File: src/rtl/wbck_arbiter.sv
// Write-back arbiter: merges ALU and LSU results into one register-file write port,
// tracks outstanding loads per register and flags read hazards. Define WBCK_RR_ARB_EN for round-robin arbitration.
`ifndef XLEN
`define XLEN 32
`endif
`ifndef RFIDX_WIDTH
`define RFIDX_WIDTH 5
`endif

module wbck_arbiter #(
    parameter int unsigned XLEN        = `XLEN,
    parameter int unsigned RFIDX_WIDTH = `RFIDX_WIDTH
) (
    input  logic                   clk,
    input  logic                   rst,
    input  logic                   alu_wb_valid,
    output logic                   alu_wb_ready,
    input  logic [RFIDX_WIDTH-1:0] alu_wb_idx,
    input  logic [XLEN-1:0]        alu_wb_dat,
    input  logic                   lsu_wb_valid,
    output logic                   lsu_wb_ready,
    input  logic [RFIDX_WIDTH-1:0] lsu_wb_idx,
    input  logic [XLEN-1:0]        lsu_wb_dat,
    input  logic                   ld_issue,
    input  logic [RFIDX_WIDTH-1:0] ld_issue_idx,
    input  logic [RFIDX_WIDTH-1:0] read_src1_idx,
    input  logic [RFIDX_WIDTH-1:0] read_src2_idx,
    output logic                   src1_hazard,
    output logic                   src2_hazard,
    output logic                   wbck_dest_wen,
    output logic [RFIDX_WIDTH-1:0] wbck_dest_idx,
    output logic [XLEN-1:0]        wbck_dest_dat
);

    localparam int unsigned NREG = 1 << RFIDX_WIDTH;
    localparam logic [RFIDX_WIDTH-1:0] IDX0 = '0;

    logic [NREG-1:0]        pending_q, pending_d;
    logic                   wen_q, wen_d;
    logic [RFIDX_WIDTH-1:0] idx_q, idx_d;
    logic [XLEN-1:0]        dat_q, dat_d;
    logic                   alu_eligible;
    logic                   alu_ready_c, lsu_ready_c;

    // An ALU write must not overtake an outstanding load to the same register.
    assign alu_eligible = alu_wb_valid & ~((alu_wb_idx != IDX0) & pending_q[alu_wb_idx]);

`ifdef WBCK_RR_ARB_EN
    typedef enum logic {RR_LAST_ALU, RR_LAST_LSU} rr_e;
    rr_e rr_q, rr_d;

    always_ff @(posedge clk) begin
        if (rst) begin
            rr_q <= RR_LAST_ALU;
        end else begin
            rr_q <= rr_d;
        end
    end

    always_comb begin
        lsu_ready_c = 1'b0;
        alu_ready_c = 1'b0;
        rr_d        = rr_q;
        if (!rst) begin
            if (lsu_wb_valid && alu_eligible) begin
                lsu_ready_c = (rr_q == RR_LAST_ALU);
                alu_ready_c = (rr_q == RR_LAST_LSU);
            end else begin
                lsu_ready_c = lsu_wb_valid;
                alu_ready_c = alu_eligible;
            end
            if (lsu_ready_c) begin
                rr_d = RR_LAST_LSU;
            end else if (alu_ready_c) begin
                rr_d = RR_LAST_ALU;
            end
        end
    end
`else
    always_comb begin
        lsu_ready_c = lsu_wb_valid & ~rst;
        alu_ready_c = alu_eligible & ~lsu_wb_valid & ~rst;
    end
`endif

    assign alu_wb_ready = alu_ready_c;
    assign lsu_wb_ready = lsu_ready_c;

    // Write-back capture and scoreboard update; a same-cycle load issue wins over the clear.
    always_comb begin
        wen_d     = 1'b0;
        idx_d     = idx_q;
        dat_d     = dat_q;
        pending_d = pending_q;
        if (lsu_ready_c) begin
            wen_d                 = (lsu_wb_idx != IDX0);
            idx_d                 = lsu_wb_idx;
            dat_d                 = lsu_wb_dat;
            pending_d[lsu_wb_idx] = 1'b0;
        end else if (alu_ready_c) begin
            wen_d = (alu_wb_idx != IDX0);
            idx_d = alu_wb_idx;
            dat_d = alu_wb_dat;
        end
        if (ld_issue) begin
            pending_d[ld_issue_idx] = 1'b1;
        end
        pending_d[0] = 1'b0;
    end

    always_ff @(posedge clk) begin
        if (rst) begin
            pending_q <= '0;
            wen_q     <= 1'b0;
            idx_q     <= '0;
            dat_q     <= '0;
        end else begin
            pending_q <= pending_d;
            wen_q     <= wen_d;
            idx_q     <= idx_d;
            dat_q     <= dat_d;
        end
    end

    assign src1_hazard = (read_src1_idx != IDX0) &
                         (pending_q[read_src1_idx] | (wen_q & (idx_q == read_src1_idx)));
    assign src2_hazard = (read_src2_idx != IDX0) &
                         (pending_q[read_src2_idx] | (wen_q & (idx_q == read_src2_idx)));

    assign wbck_dest_wen = wen_q;
    assign wbck_dest_idx = idx_q;
    assign wbck_dest_dat = dat_q;

endmodule

File: config.mk
export PLATFORM = sky130hd
export DESIGN_NAME = wbck_arbiter
export DESIGN_NICKNAME = d
export VERILOG_FILES = /design/src/rtl/wbck_arbiter.sv
export SDC_FILE = /design/constraint.sdc
export NUM_CORES = 1
export LEC_CHECK = 0
export CAP_MARGIN = 0
export CORE_MARGIN = 2
export CORE_UTILIZATION = 39
export DETAILED_ROUTE_END_ITERATION = 7
export HOLD_SLACK_MARGIN = 0.02
export PLACE_DENSITY = 0.68
export SLEW_MARGIN = 20
export SYNTH_ARGS = -nofsm -noshare
export SYNTH_HDL_FRONTEND = slang
export SYNTH_SLANG_ARGS = --single-unit
File: constraint.sdc
create_clock -name clk -period 4.9 [get_ports clk]
set_input_delay 0.49 -clock clk [delete_from_list [all_inputs] [get_ports clk]]
set_output_delay 0.49 -clock clk [all_outputs]
set_load 0.01 [all_outputs]
# == Yosys cells after proc, flatten, opt, wreduce, memory -nomap -nowiden ==
# Cells that the tools add are included.
# word_totals
register_bits,70
# op_classes
order_cmp,7
n_eq_ne,2
n_mux,18
bitwise,17
n_reduce_logical,7
# op_table
op,count
32-bit 2-to-1 mux,4
32-bit bitwise AND,1
32-bit NOT,1
32-bit OR,1
5-bit by 6-bit < comparator with 1-bit output (second input constant),5
5-bit nonzero test,4
1-bit binary-select mux with 5-bit select,3
1-bit demux with 5-bit select,2
5-bit equality test,2
5-bit by 1-bit greater-or-equal comparator with 1-bit output (second input constant),2
5-bit 2-to-1 mux,2
1-bit bitwise AND,9
1-bit 2-to-1 mux,7
1-bit NOT,3
1-bit logical AND,2
1-bit OR,2
2-bit nonzero test,1

# == Depth between registers and ports, before layout ==
# Gate-level depths: netlist (run 1).
# depth
ltp_word,9
ltp_mapped,8

# == Worst setup path after synthesis (run 1) ==
# No wires, ideal clock.
# synth_timing
path_type,in2out
startpoint,in read_src2_idx[0]
endpoint,out src2_hazard
arrival_ns,2.233
t_required_ns,4.410
setup_slack_ns,2.177
cell_stages,5
cell_sequence,clkbuf_1 mux4_2 mux4_2 o21ai_0 o31ai_1
# synth_between
elab_chain_cells,4
# synth_rtl
element,line_no,text
start: declaration,27,"input logic [RFIDX_WIDTH-1:0] read_src2_idx,"
1-bit binary-select mux with 5-bit select / 5-bit equality test (equally long branches),128,(pending_q[read_src2_idx] | (wen_q & (idx_q == read_src2_idx)));
1-bit 2-to-1 mux (implied by the code) / 1-bit bitwise AND (equally long branches),128,
1-bit OR,128,
1-bit bitwise AND (*),127,assign src2_hazard = (read_src2_idx != IDX0) &
end: declaration,29,"output logic src2_hazard,"
# Every way passes the cells marked *; elsewhere a longest branch is shown, timed or not. The select of a mux whose other input is x is not followed.

# == Worst setup path after layout (run 1) ==
# layout_timing
startpoint,in alu_wb_idx[0]
endpoint,out alu_wb_ready
# layout_between
elab_chain_cells,7
# layout_rtl
element,line_no,text
start: declaration,18,"input logic [RFIDX_WIDTH-1:0] alu_wb_idx,"
1-bit binary-select mux with 5-bit select,46,assign alu_eligible = alu_wb_valid & ~((alu_wb_idx != IDX0) & pending_q[alu_wb_idx]);
1-bit 2-to-1 mux (implied by the code),46,
1-bit bitwise AND (*),46,
1-bit NOT (*),46,
1-bit bitwise AND (*),46,
1-bit bitwise AND (*) (2 in a row),82,alu_ready_c = alu_eligible & ~lsu_wb_valid & ~rst;
end: declaration,17,"output logic alu_wb_ready,"
# Marked as above.

==> summary.txt, run 1 <==
Outcome
  – Outcome: finished, final reports clean

Final layout
  – Ratio of cells with drive above 1 in the final layout: 0.1087
  – Fill count: about 1000
  – Nets: around 740
  – Commonest non-fill, non-tap cell in the layout: clkdlybuf4s50_1
  – Most frequent cells in the layout: clkdlybuf4s50_1, nor2_1, dfxtp_1
  – Final Util: 0.5491
  – Layout area overhead: 35.80%

Global route
  – Number of global-route vias before repair: 4640
  – Largest net degree at the start of global routing: 112
  – Initial antenna violation count: 0
  – Grt total ovfl: 0
  – All-Layer GR Usage: 0.2275
  – Global-route wire length before repair: 23790 um

Drt
  – Antenna Violating Nets Remaining: 0
  – # DRC: 0
  – Final wirelength: 15130 um
  – WL per Instance: ~19 um
  – Post-DR vias/cell: between 5 and 6
  – TritonRoute pass-1 iters: 5
  – Routed vias: approximately 4700
  – Starting DRT DRC Count: 400

Setup path
  – Reg2reg path depth: 6
  – WP data arrival: approximately 3.4 ns
  – Startpoint types: primary input
  – Max Fanout on Critical Path: 11
  – Crit end category: primary output
  – Worst R2R End: wbck_dest_wen
  – R2r setup slk: around 2.1 ns
  – Crit path required time: between 4 and 5 ns
  – Reg2reg start: pending_q[7]
  – WS Path Type: primary input to primary output

Hold path
  – Hold Path Class: flip-flop to flip-flop
  – Worst hold start: pending_q[16]
  – Hold Path End: pending_q[16]
  – Hold path depth: 2

Power
  – Clock share of power: 0.435
  – Switch Pwr: between 0.4 and 0.5 mW
  – Sw frac: 0.2688
  – Total power: around 1.8 mW
  – Flop pwr share: 0.348
  – Power share of the combinational group: 0.218
  – Pleak: 2.401 nW
  – Peak supply drop: roughly 0.16 mV
  – Design internal power: around 1.3 mW
  – Pwr Density: ~280 mW/mm^2

Die
  – Row cnt: 39
  – Num ports: 136
  – Core area: 0.01156 mm^2
  – Starting Density: 0.4043
  – Die width: between 100 and 150 um
  – Die height: roughly 110 um
  – Die ar.: 0.01288 mm^2

Yosys
  – EDFF count, synth: 0
  – Largest cells by area after synthesis: dfxtp_1, mux4_2, o221a_1
  – Syn_nets: around 640
  – Synth top area share: 0.2954
  – Yosys warning count: 0
  – Register area share after synthesis: 0.2954
  – Top flip-flop cell by instance count after synthesis: dfxtp_1
  – Synth unique cells: just under 50
  – Syn_area_per_cell: about 8.5 um^2
  – Post-Syn Instances: 549
  – Asr flop ratio synth: 0
  – Mapped Area: between 0.004 and 0.005 mm^2
  – Yosys top cell by area: dfxtp_1
  – Flop and latch count out of synthesis: 69

Timing
  – Worst slew pin tran: 1.067 ns
  – Setup_tns: 0 ns
  – Skew final: roughly 0.0047 ns
  – Fin. max-slew vios: 0
  – Min Clock Period, post-route: 3.866 ns
  – Max transition margin: 0.2886
  – Period Utilization, post-route: 0.7889
  – Fmax achieved: approximately 0.26 GHz
  – Final Hold Fails: 0
  – Unrepaired setup endpoints after global routing: no
  – Final setup fails: 0

CTS
  – Post-CTS sizing: 0
  – Worst skew pair latency: 0.33 ns
  – Clock Tree Buf Depth: 2
  – Post-CTS setup buffers: 0
  – Clock sinks: between 60 and 70
  – CTS tree: yes
  – CTS Hold Bufs: 0
  – Reg clk slew, reported paths: 0.06 ns
  – CTS Root Cell: clkbuf_16
  – TritonCTS Buffers: 9
  – H-tree depth: 3

Place
  – RePlAce Congestion: ~0.95
  – Count of input and output buffers: 135
  – DP HPWL: 10710 um

Flow run
  – MaxCap Viol Count: 0
-- kinds of logic after synthesis --
logic type	synth area share
AND/OR/NAND/NOR	0.1480
multiplexers	0.1359
buffers and inverters	0.07840
AO/OA/AOI/OAI	0.3235
flip-flops	0.2954
XOR/XNOR	0.01873
-- synth_stat cells (2+ instances only) --
master / count
a32oi_1: 3
nor3b_1: 5
buf_6: 4
a21o_1: 32
mux2_2: 4
nand2b_1: 4
a31oi_1: 4
inv_1: 35
xor2_1: 4
and3b_1: 2
mux4_2: 22
a21oi_1: 33
dfxtp_1: 69
a211oi_2: 18
nand3b_1: 3
and3_1: 3
mux2i_1: 8
a211oi_1: 14
buf_2: 8
o21ai_0: 36
o221ai_1: 5
clkbuf_1: 34
nand4_1: 4
xnor2_1: 6
nor2_1: 76
nand3_1: 4
buf_1: 4
nor4_1: 2
nand2_1: 46
nor3_1: 2
nor2b_1: 5
o221a_1: 33
-- worst max-delay path, cell delays in order --
cell and delay (ns):
clkdlybuf4s50_1 0.81, mux4_2 0.57, mux2_4 0.29, o22ai_1 0.33, a21oi_1 0.10, nor3_1 0.18, clkdlybuf4s50_1 0.60
-- layer usage --
layer,global-route usage,part of all wire,vias to the layer above
li1,-,-,2214
met3,0.03401,0.062,19
met1,0.2980,0.43,2304
met2,0.3904,0.49,182
met5,0,0,-
met4,0.06748,0.014,0
-- worst max path at each step --
stage,to,slack (ns),start
4_1_cts,alu_wb_ready,1.03,alu_wb_idx[0]
6_report,alu_wb_ready,1.03,alu_wb_idx[0]
3_5_place_dp,alu_wb_ready,1.03,alu_wb_idx[0]
5_1_grt,alu_wb_ready,0.85,alu_wb_idx[0]
2_1_floorplan,src2_hazard,2.18,read_src2_idx[0]
3_3_place_gp,alu_wb_ready,1.10,alu_wb_idx[0]
-- power groups by stage --
stage,registers (mW),logic (mW),clock network [mW]
global route,0.616,0.412,0.797
CTS,0.613,0.383,0.768
floorplan,0.631,0.199,0
finish,0.613,0.384,0.767
global placement,0.625,0.375,0
detailed placement,0.626,0.381,0
-- through the flow --
stage | hold WS, ns | instance area (um^2) | std cells | setup slack [ns]
floorplan | 0.4700 | 4676 | 549 | 2.177
global placement | 0.4990 | 6001 | 780 | 1.103
detailed placement | 0.5006 | 6001 | 780 | 1.030
CTS | 0.5098 | 6347 | 796 | 1.032
global route | 0.5342 | 6347 | 796 | 0.8459
finish | 0.5116 | 6350 | 797 | 1.034
-- sequential cells by signal, summed over array words and instances, names as in the netlist --
signal	cells
pending_q	31
wbck_dest_dat	32
wbck_dest_idx	5
wbck_dest_wen	1
-- layout make-up --
cell class | count | area, um^2 | area share
Antenna cell | 1 | 2.502 | 0.0003941
Clock buffer | 9 | 225.2 | 0.03547
Clock inverter | 7 | 121.4 | 0.01911
Inverter | 35 | 131.4 | 0.02069
Multi-Input combinational cell | 394 | 2935 | 0.4623
Sequential cell | 69 | 1381 | 0.2175
Tap cell | 143 | 178.9 | 0.02818
Timing Repair Buffer | 139 | 1374 | 0.2164
Note: power is estimated with default switching activity, not from simulation.
==> inputs of run 2 (changes only) <==
clock period = 3.84 ns   (was 4.9 ns; I/O delays follow)
==> run 2 against run 1 <==
Via count fell by 0.25%. Clock skew rose by 0.0020 ns. Count of clock-buffer cells in the layout rose by 1.
==> summary.txt, run 2 (synthesized netlist as in run 1, its figures left out) <==
CTS
  – CTS Hold Bufs: 0
  – Reg clk slew, reported paths: 0.05 ns
  – H-tree depth: 3
  – Worst skew pair latency: between 0.3 and 0.4 ns
  – TritonCTS Buffers: 9
  – CTS Root Cell: clkbuf_16
  – Post-CTS sizing: 0
  – Clock sinks: between 60 and 70
  – Clock Tree Buf Depth: 2
  – CTS tree: yes
  – Post-CTS setup buffers: 0

Drt
  – Final wirelength: ~15000 um
  – WL per Instance: between 15 and 20 um
  – # DRC: 0
  – Antenna Violating Nets Remaining: 0
  – Starting DRT DRC Count: about 470
  – Post-DR vias/cell: between 5 and 6
  – TritonRoute pass-1 iters: 5
  – Routed vias: 4707

Die
  – Core area: between 0.01 and 0.015 mm^2
  – Die width: 113.5 um
  – Starting Density: 0.4043
  – Die ar.: about 0.013 mm^2
  – Num ports: 136
  – Die height: around 110 um
  – Row cnt: 39

Timing
  – Unrepaired setup endpoints after global routing: no
  – Max transition margin: 0.3232
  – Worst slew pin tran: 1.013 ns
  – Setup_tns: 0 ns
  – Period Utilization, post-route: 0.9236
  – Fin Hold WS: about 0.52 ns
  – Final setup fails: 0
  – Fin. max-slew vios: 0
  – Min Clock Period, post-route: roughly 3.5 ns
  – Fmax achieved: around 0.28 GHz
  – Skew final: between 0.006 and 0.007 ns
  – Final Hold Fails: 0
  – Final WS setup: around 0.29 ns

Place
  – RePlAce Congestion: around 1
  – DP HPWL: approximately 11000 um
  – Pre-CTS setup slack: approximately 0.31 ns
  – Count of input and output buffers: around 140

Final layout
  – Nets: roughly 750
  – Layout area overhead: 36.37%
  – Fill count: approximately 1100
  – Most frequent cells in the layout: clkdlybuf4s50_1, nor2_1, dfxtp_1
  – Commonest non-fill, non-tap cell in the layout: clkdlybuf4s50_1
  – Ant. Diodes: 0
  – Max reg flops: 32
  – Ratio of cells with drive above 1 in the final layout: 0.1155

Power
  – Total power: 2.179 mW
  – Pleak: ~2.4 nW
  – Pwr Density: about 340 mW/mm^2
  – Peak supply drop: between 0.2 and 0.25 mV

Setup path
  – WS Path Type: primary input to primary output
  – Crit end category: primary output
  – Startpoint types: primary input
  – Max Fanout on Critical Path: 11
  – Crit path required time: around 3.5 ns
  – WP data arrival: between 3 and 4 ns

Global route
  – All-Layer GR Usage: 0.2270
  – Number of global-route vias before repair: around 4400
  – Initial antenna violation count: 0
  – Global-route wire length before repair: between 20000 and 25000 um
  – Largest net degree at the start of global routing: 71
  – Grt total ovfl: 0

Hold path
  – Hold Path Class: flip-flop to flip-flop

Outcome
  – Outcome: finished, final reports clean

Flow run
  – MaxCap Viol Count: 0
## run 2: cell type report
type                    count  area, um^2  area share
inverters                  35       131.4     0.02060
flip-flops and latches     69        1381      0.2166
clock buffers              10       239.0     0.03748
well taps                 143       178.9     0.02806
multi-input cells         394        2935      0.4604
repair buffers            144        1424      0.2233
clock inverters             6       86.33     0.01354
## run 2: worst paths after layout
check	endpoint	start	slack [ns]	depth (start not counted)
worst min-delay path	pending_q[27]	pending_q[27]	0.52	2
worst max-delay path	alu_wb_ready	alu_wb_idx[0]	0.29	7
worst max register to register	wbck_dest_idx[4]	pending_q[11]	1.36	6
worst min register to register	pending_q[27]	pending_q[27]	0.52	2
## run 2: power breakdown
| group | switching [mW] | internal, mW | total, mW |
|---|---|---|---|
| Sequential | 0.0278 | 0.754 | 0.782 |
| Combinational | 0.235 | 0.259 | 0.495 |
| Clock | 0.318 | 0.585 | 0.903 |
## run 2: worst max-delay path: stages
cell	delay (ns)
clkdlybuf4s50_1	0.80
mux4_2	0.56
mux2_4	0.29
o22ai_1	0.24
a21oi_1	0.07
nor3_1	0.18
clkdlybuf4s50_1	0.63
## run 2: metrics by stage
stage,area (um^2),util,cells
floorplan,4676,-,549
global placement,6051,0.5232,785
detailed placement,6051,0.5232,785
CTS,6376,0.5513,801
global route,6376,0.5513,801
finish,6376,0.5513,801
## run 2: routing by layer
layer / vias up / GRT usage / wire length (um)
met5: - / 0 / 0
met4: 0 / 0.08943 / 459
met3: 33 / 0.04623 / 1007
met2: 189 / 0.3713 / 7183
met1: 2251 / 0.2958 / 6274
li1: 2234 / - / -
==> inputs of run 3 (changes only) <==
GPL_TIMING_DRIVEN = 1   (was not set)
SLEW_MARGIN = 10   (was 20)
==> results of run 3 <==
No change in the layout: final DEF, timing and power equal those of run 2.
